===== config.mk =====
export PLATFORM = sky130hd
export DESIGN_NAME = i2c_sht40_target
export DESIGN_NICKNAME = d
export VERILOG_FILES = /design/src/rtl/i2c_sht40_target.sv
export SDC_FILE = /design/constraint.sdc
export NUM_CORES = 1
export LEC_CHECK = 0
export CORE_ASPECT_RATIO = 1.75
export CORE_UTILIZATION = 50
export DETAILED_ROUTE_END_ITERATION = 12
export DONT_BUFFER_PORTS = 1
export PLACE_DENSITY_LB_ADDON = 0.2
export SETUP_SLACK_MARGIN = 0.2
export SLEW_MARGIN = 5
export SYNTH_ARGS = -nofsm -noshare
export SYNTH_HDL_FRONTEND = slang
export SYNTH_SLANG_ARGS = --single-unit

===== constraint.sdc =====
create_clock -name clk -period 3.2 [get_ports clk]
set_input_delay 0.64 -clock clk [delete_from_list [all_inputs] [get_ports clk]]
set_output_delay 0.64 -clock clk [all_outputs]
set_load 0.005 [all_outputs]

===== src/rtl/i2c_sht40_target.sv =====
// rtl/i2c_sht40_target.sv - I2C target emulating an SHT40 measurement/readout sequence.
// SHT40_TARGET_CRC_EN enables real CRC-8 bytes in the read frame; otherwise both CRC bytes read as 8'hFF.
module i2c_sht40_target #(
  parameter logic [6:0]  TARGET_ADDR = 7'h44,
  parameter logic [7:0]  MEAS_CMD    = 8'hFD,
  parameter logic [15:0] MEAS_CYCLES = 16'd200
) (
  input  logic        clk,
  input  logic        Rst,
  input  logic        Scl_In,
  input  logic        Sda_In,
  input  logic [15:0] Temp_Word,
  input  logic [15:0] Hum_Word,
  output logic        Sda_Drive_Low,
  output logic        Cmd_Valid,
  output logic [7:0]  Cmd_Byte,
  output logic        Busy,
  output logic [2:0]  Bytes_Sent,
  output logic [2:0]  Target_State_Out
);

  typedef enum logic [2:0] {
    S_IDLE      = 3'b000,
    S_ADDR      = 3'b001,
    S_ADDR_ACK  = 3'b010,
    S_WRITE     = 3'b011,
    S_WRITE_ACK = 3'b100,
    S_READ_TX   = 3'b101,
    S_READ_ACK  = 3'b110,
    S_WAIT_STOP = 3'b111
  } state_t;

  state_t      state, state_nxt;
  logic        scl_s1, scl_s2, scl_d, sda_s1, sda_s2, sda_d;
  logic        scl_rise, scl_fall, start_det, stop_det;
  logic [3:0]  bit_cnt, bit_cnt_nxt;
  logic [7:0]  shift, shift_nxt, rx_byte, tx_byte, cmd_byte_nxt;
  logic        sda_low_nxt, ack_on, ack_on_nxt, cmd_valid_nxt, addr_ok, clr_pending;
  logic [2:0]  bytes_sent_nxt;
  logic        pending, done_d;
  logic [15:0] cnt, t_lat, h_lat;
  logic [7:0]  crc_t, crc_h;

  always_ff @(posedge clk) begin
    if (Rst) begin
      {scl_s1, scl_s2, scl_d} <= 3'b111;
      {sda_s1, sda_s2, sda_d} <= 3'b111;
    end else begin
      {scl_s1, scl_s2, scl_d} <= {Scl_In, scl_s1, scl_s2};
      {sda_s1, sda_s2, sda_d} <= {Sda_In, sda_s1, sda_s2};
    end
  end

  assign scl_rise  = scl_s2 & ~scl_d;
  assign scl_fall  = ~scl_s2 & scl_d;
  assign start_det = scl_s2 & scl_d & sda_d & ~sda_s2;
  assign stop_det  = scl_s2 & scl_d & ~sda_d & sda_s2;

`ifdef SHT40_TARGET_CRC_EN
  function automatic logic [7:0] crc8(input logic [15:0] w);
    logic [7:0] c;
    c = 8'hFF;
    for (int i = 15; i >= 0; i--) begin
      c = (c[7] ^ w[i]) ? ({c[6:0], 1'b0} ^ 8'h31) : {c[6:0], 1'b0};
    end
    return c;
  endfunction
  assign crc_t = crc8(t_lat);
  assign crc_h = crc8(h_lat);
`else
  assign crc_t = 8'hFF;
  assign crc_h = 8'hFF;
`endif

  always_comb begin
    case (Bytes_Sent)
      3'd0:    tx_byte = t_lat[15:8];
      3'd1:    tx_byte = t_lat[7:0];
      3'd2:    tx_byte = crc_t;
      3'd3:    tx_byte = h_lat[15:8];
      3'd4:    tx_byte = h_lat[7:0];
      default: tx_byte = crc_h;
    endcase
  end

  always_ff @(posedge clk) begin
    if (Rst) begin
      state         <= S_IDLE;
      bit_cnt       <= '0;
      shift         <= '0;
      Sda_Drive_Low <= 1'b0;
      ack_on        <= 1'b0;
      Cmd_Valid     <= 1'b0;
      Cmd_Byte      <= '0;
      Bytes_Sent    <= '0;
    end else begin
      state         <= state_nxt;
      bit_cnt       <= bit_cnt_nxt;
      shift         <= shift_nxt;
      Sda_Drive_Low <= sda_low_nxt;
      ack_on        <= ack_on_nxt;
      Cmd_Valid     <= cmd_valid_nxt;
      Cmd_Byte      <= cmd_byte_nxt;
      Bytes_Sent    <= bytes_sent_nxt;
    end
  end

  always_comb begin
    state_nxt      = state;
    bit_cnt_nxt    = bit_cnt;
    shift_nxt      = shift;
    sda_low_nxt    = Sda_Drive_Low;
    ack_on_nxt     = ack_on;
    cmd_valid_nxt  = 1'b0;
    cmd_byte_nxt   = Cmd_Byte;
    bytes_sent_nxt = Bytes_Sent;
    clr_pending    = 1'b0;
    rx_byte        = {shift[6:0], sda_s2};
    addr_ok        = (rx_byte[7:1] == TARGET_ADDR) && (!rx_byte[0] || (pending && !Busy));
    if (start_det) begin
      state_nxt   = S_ADDR;
      bit_cnt_nxt = '0;
      sda_low_nxt = 1'b0;
      ack_on_nxt  = 1'b0;
    end else if (stop_det) begin
      state_nxt      = S_IDLE;
      sda_low_nxt    = 1'b0;
      ack_on_nxt     = 1'b0;
      bytes_sent_nxt = '0;
    end else begin
      case (state)
        S_ADDR, S_WRITE: if (scl_rise) begin
          shift_nxt   = rx_byte;
          bit_cnt_nxt = bit_cnt + 4'd1;
          if (bit_cnt == 4'd7) begin
            if (state == S_WRITE) state_nxt = S_WRITE_ACK;
            else                  state_nxt = addr_ok ? S_ADDR_ACK : S_WAIT_STOP;
          end
        end
        // First falling edge starts the ACK pulse, the second ends it.
        S_ADDR_ACK, S_WRITE_ACK: if (scl_fall) begin
          if (!ack_on) begin
            sda_low_nxt = 1'b1;
            ack_on_nxt  = 1'b1;
            if (state == S_WRITE_ACK) begin
              cmd_valid_nxt = 1'b1;
              cmd_byte_nxt  = shift;
            end
          end else begin
            ack_on_nxt  = 1'b0;
            bit_cnt_nxt = '0;
            sda_low_nxt = 1'b0;
            state_nxt   = S_WRITE;
            if (state == S_ADDR_ACK && shift[0]) begin
              state_nxt      = S_READ_TX;
              sda_low_nxt    = ~t_lat[15];
              bit_cnt_nxt    = 4'd1;
              bytes_sent_nxt = '0;
            end
          end
        end
        S_READ_TX: if (scl_fall) begin
          if (bit_cnt[3]) begin
            sda_low_nxt = 1'b0;
            state_nxt   = S_READ_ACK;
          end else begin
            sda_low_nxt = ~tx_byte[3'd7 - bit_cnt[2:0]];
            bit_cnt_nxt = bit_cnt + 4'd1;
            if (bit_cnt == 4'd7) begin
              bytes_sent_nxt = Bytes_Sent + 3'd1;
              clr_pending    = (Bytes_Sent == 3'd5);
            end
          end
        end
        S_READ_ACK: if (scl_rise) begin
          if (!sda_s2 && Bytes_Sent < 3'd6) begin
            state_nxt   = S_READ_TX;
            bit_cnt_nxt = '0;
          end else begin
            state_nxt = S_WAIT_STOP;
          end
        end
        default: ;
      endcase
    end
  end

  // pending follows Busy by one clk, so a read decided as Busy drops is still refused.
  always_ff @(posedge clk) begin
    if (Rst) begin
      Busy    <= 1'b0;
      cnt     <= '0;
      pending <= 1'b0;
      done_d  <= 1'b0;
      t_lat   <= '0;
      h_lat   <= '0;
    end else begin
      done_d <= 1'b0;
      if (Cmd_Valid && Cmd_Byte == MEAS_CMD) begin
        t_lat   <= Temp_Word;
        h_lat   <= Hum_Word;
        Busy    <= 1'b1;
        cnt     <= MEAS_CYCLES;
        pending <= 1'b0;
      end else begin
        if (Busy) begin
          if (cnt == 16'd1) begin
            Busy   <= 1'b0;
            done_d <= 1'b1;
          end
          cnt <= cnt - 16'd1;
        end
        if (done_d)      pending <= 1'b1;
        if (clr_pending) pending <= 1'b0;
      end
    end
  end

  assign Target_State_Out = state;

endmodule


==> impl_metrics.json <==
{
  "outcome": "finished, final reports clean",
  "setup_viol": 0,
  "cts_buffers": 9,
  "yosysTopAreaCellShare_pct": 42.5,
  "synth_area_leaders": "dfxtp_1 (43%), nand2_1 (7.6%), a21oi_1 (6.6%), nor2_1 (4.4%), mux2i_1 (3.7%)",
  "r2r_end": "bit_cnt[2]",
  "coreArea_um2": 7910,
  "endpoint_kind": "flip-flop",
  "clockBufferDepth": 2,
  "min_delay_path_depth": 1,
  "yosys_warnings": 0,
  "die_y_um": 121,
  "leakage_nw": 1.55,
  "finalWorstSetupSlack_ns": 0.808,
  "vdd_drop_max_v": 0.000406,
  "drc_errors": 0,
  "comb_power_share_pct": 1.3,
  "finalCritPeriodShare_pct": 74.8,
  "tns_ns": 0,
  "die_x_um": 70.0,
  "crit_start": "Target_State_Out[2]",
  "crit_required_ns": 3.44,
  "vias": 3328,
  "syn2layout_area_growth_pct": 9.24,
  "diodes": 0,
  "grt_pass1_vias": 3081,
  "antenna_left": 0,
  "synthesis.area_um2": 4050,
  "yosysTopAreaCell": "dfxtp_1",
  "sw_frac_of_total_pct": 19.6,
  "hold_viol_final": 0,
  "whs_ns": 0.367,
  "hold_start": "Rst",
  "clk_pin_slew_ns": 0.07,
  "net-switching-power_mw": 0.470,
  "fin_skew_ns": 0.00563,
  "layout-drive-gt1-share_pct": 8.88,
  "place_congestion": 0.878,
  "worstHoldPathType": "in -> reg",
  "max_freq_mhz": 418,
  "cts_resized": 0,
  "vias_per_cell": 5.91,
  "root_buffer": "clkbuf_16",
  "reg2reg_depth": 5,
  "powerDensity_nw_per_um2": 543,
  "cts-hold-fix-buffers": 0,
  "initial_utilization_pct": 51.2,
  "ys.flop_type": "dfxtp_1",
  "cts_tree": "yes",
  "rsz0062_at_grt": "no",
  "ys_async_sr_fraction_pct": 0,
  "cp_max_fo": 15,
  "grt_max_degree": 68,
  "avgRoutedWirePerCell_um": 16.2,
  "finalPower_mw": 2.40,
  "crit_type": "reg -> reg",
  "postCtsSetupBuffers": 0,
  "fin_nets": 512,
  "max-slew-margin-rel_pct": 49.7,
  "grt_first_pass_wirelength_um": 14500,
  "min_period_ns": 2.39,
  "syn_area_per_cell_um2": 8.38,
  "io_pins": 53,
  "hold-path-endpoint": "Cmd_Byte[0]",
  "rrSetupSlack_ns": 0.81,
  "rows": 43,
  "pwr-share-clk_pct": 53.7,
  "portBuffers": 0,
  "drv_cap": 0,
  "cp-start-kind": "flip-flop",
  "wl_um": 9110,
  "synth_seq_cells": 86,
  "worst_slew_pin_slew_ns": 0.735,
  "seqPwrFrac_pct": 45.0,
  "syn_nets": 527,
  "dp_hpwl_um": 6390,
  "grt-ovfl-total": 0,
  "htreeDepth": 3,
  "ys_seq_area_share_pct": 42.5,
  "p_int_mw": 1.93,
  "slew_viol_final": 0,
  "antenna_found_initial": 0,
  "insertion_delay_ns": 0.34,
  "syn_inst": 483,
  "dp_slack_ns": 0.864,
  "dr.pass1.iters": 4,
  "cts.sinks": 86,
  "synth-edff-count": 0,
  "ys_types": 65,
  "cp.arrival_ns": 2.63,
  "reg2reg_from": "Target_State_Out[2]",
  "die-area_um2": 8480,
  "grt.total_usage_pct": 22.0,
  "drt_iter0_drc": 169
}
per-stage QoR:
stage	std cells	utilization (%)	area, µm²
finish	563	55.9	4420
global route	563	55.9	4420
CTS	563	55.9	4420
detailed placement	547	51.3	4060
global placement	547	51.3	4060
floorplan	483	-	4050
state kept, by name, indices dropped and copies added, names as in the netlist:
register	flops
Sda_Drive_Low	1
Bytes_Sent	3
h_lat	16
sda_s1	1
pending	1
bit_cnt	4
scl_s2	1
Cmd_Valid	1
Cmd_Byte	8
sda_s2	1
shift	8
ack_on	1
done_d	1
cnt	16
scl_s1	1
sda_d	1
t_lat	16
scl_d	1
Target_State_Out	3
Busy	1
layout make-up:
cell class                 instances  area [µm²]
inverter                          13        48.8
tap                               90         113
clock inverter                     7         143
fill                             767        3490
sequential                        86        1720
clock buffer                       9         225
multi-input combinational        355        2150
timing repair buffer               3        22.5
cell families (layout without fill, tap and decap cells):
group	count (synthesis)	count (layout)	share of synthesized area, %
buffers and inverters	42	32	4.54
xor gates and xnor gates	17	17	3.68
AOI/OAI and AO/OA	107	107	17.1
muxes	15	15	3.71
adders and majority gates	8	8	2.47
DFF	86	86	42.5
and+or+nand+nor	208	208	26.0
power by group through the flow:
stage / Combinational, mW / Clock [mW] / Sequential (mW)
final: 0.0319 / 1.29 / 1.08
after global routing: 0.0343 / 1.35 / 1.08
after CTS: 0.0322 / 1.31 / 1.08
after detailed placement: 0.0318 / 0 / 1.10
after global placement: 0.0315 / 0 / 1.10
after floorplan: 0.0379 / 0 / 1.10
Yosys cell counts, types with 4 or more instances:
master	n
a22oi_1	11
dfxtp_1	86
nand2_1	82
mux2i_1	15
a211oi_1	4
a21oi_1	53
xor2_1	8
ha_1	8
o21ai_0	7
clkbuf_1	22
nand2b_1	5
nand3_1	19
nor2_1	48
or2_2	7
xnor2_1	9
inv_1	13
a31oi_1	4
nor3_1	5
nor4_1	4
worst max path at each step:
| stage | endpoint | cells past startpoint |
|---|---|---|
| 3_3_place_gp | bit_cnt[2] | 5 |
| 2_1_floorplan | Sda_Drive_Low | 8 |
| 3_5_place_dp | bit_cnt[2] | 5 |
| 5_1_grt | bit_cnt[2] | 5 |
| 6_report | bit_cnt[2] | 5 |
| 4_1_cts | bit_cnt[2] | 5 |
worst max-delay path, cell delays in order, from the launching register on:
cell      delay [ns]
dfxtp_1         0.62
nor2b_1         0.54
a31oi_2         0.24
a211oi_2        0.44
o21ai_0         0.16
a32o_1          0.28
layout by cell type (no fill, tap or decap), drive strengths merged, types with 8 or more instances in the layout:
cell type	n
nor2	48
a21oi	53
xor2	8
nand3	19
mux2i	15
or2	8
a22oi	12
clkbuf	9
dfxtp	86
ha	8
xnor2	9
inv	15
nand2	82
metal layers:
metal / vias up / track usage [%] / wire, µm
li1: 1660 / - / -
met1: 1563 / 24.6 / 3770
met2: 90 / 39.1 / 4750
met3: 15 / 5.40 / 385
met4: 0 / 9.63 / 198
met5: - / 0 / 0
Power figures use the tool's default switching activity.
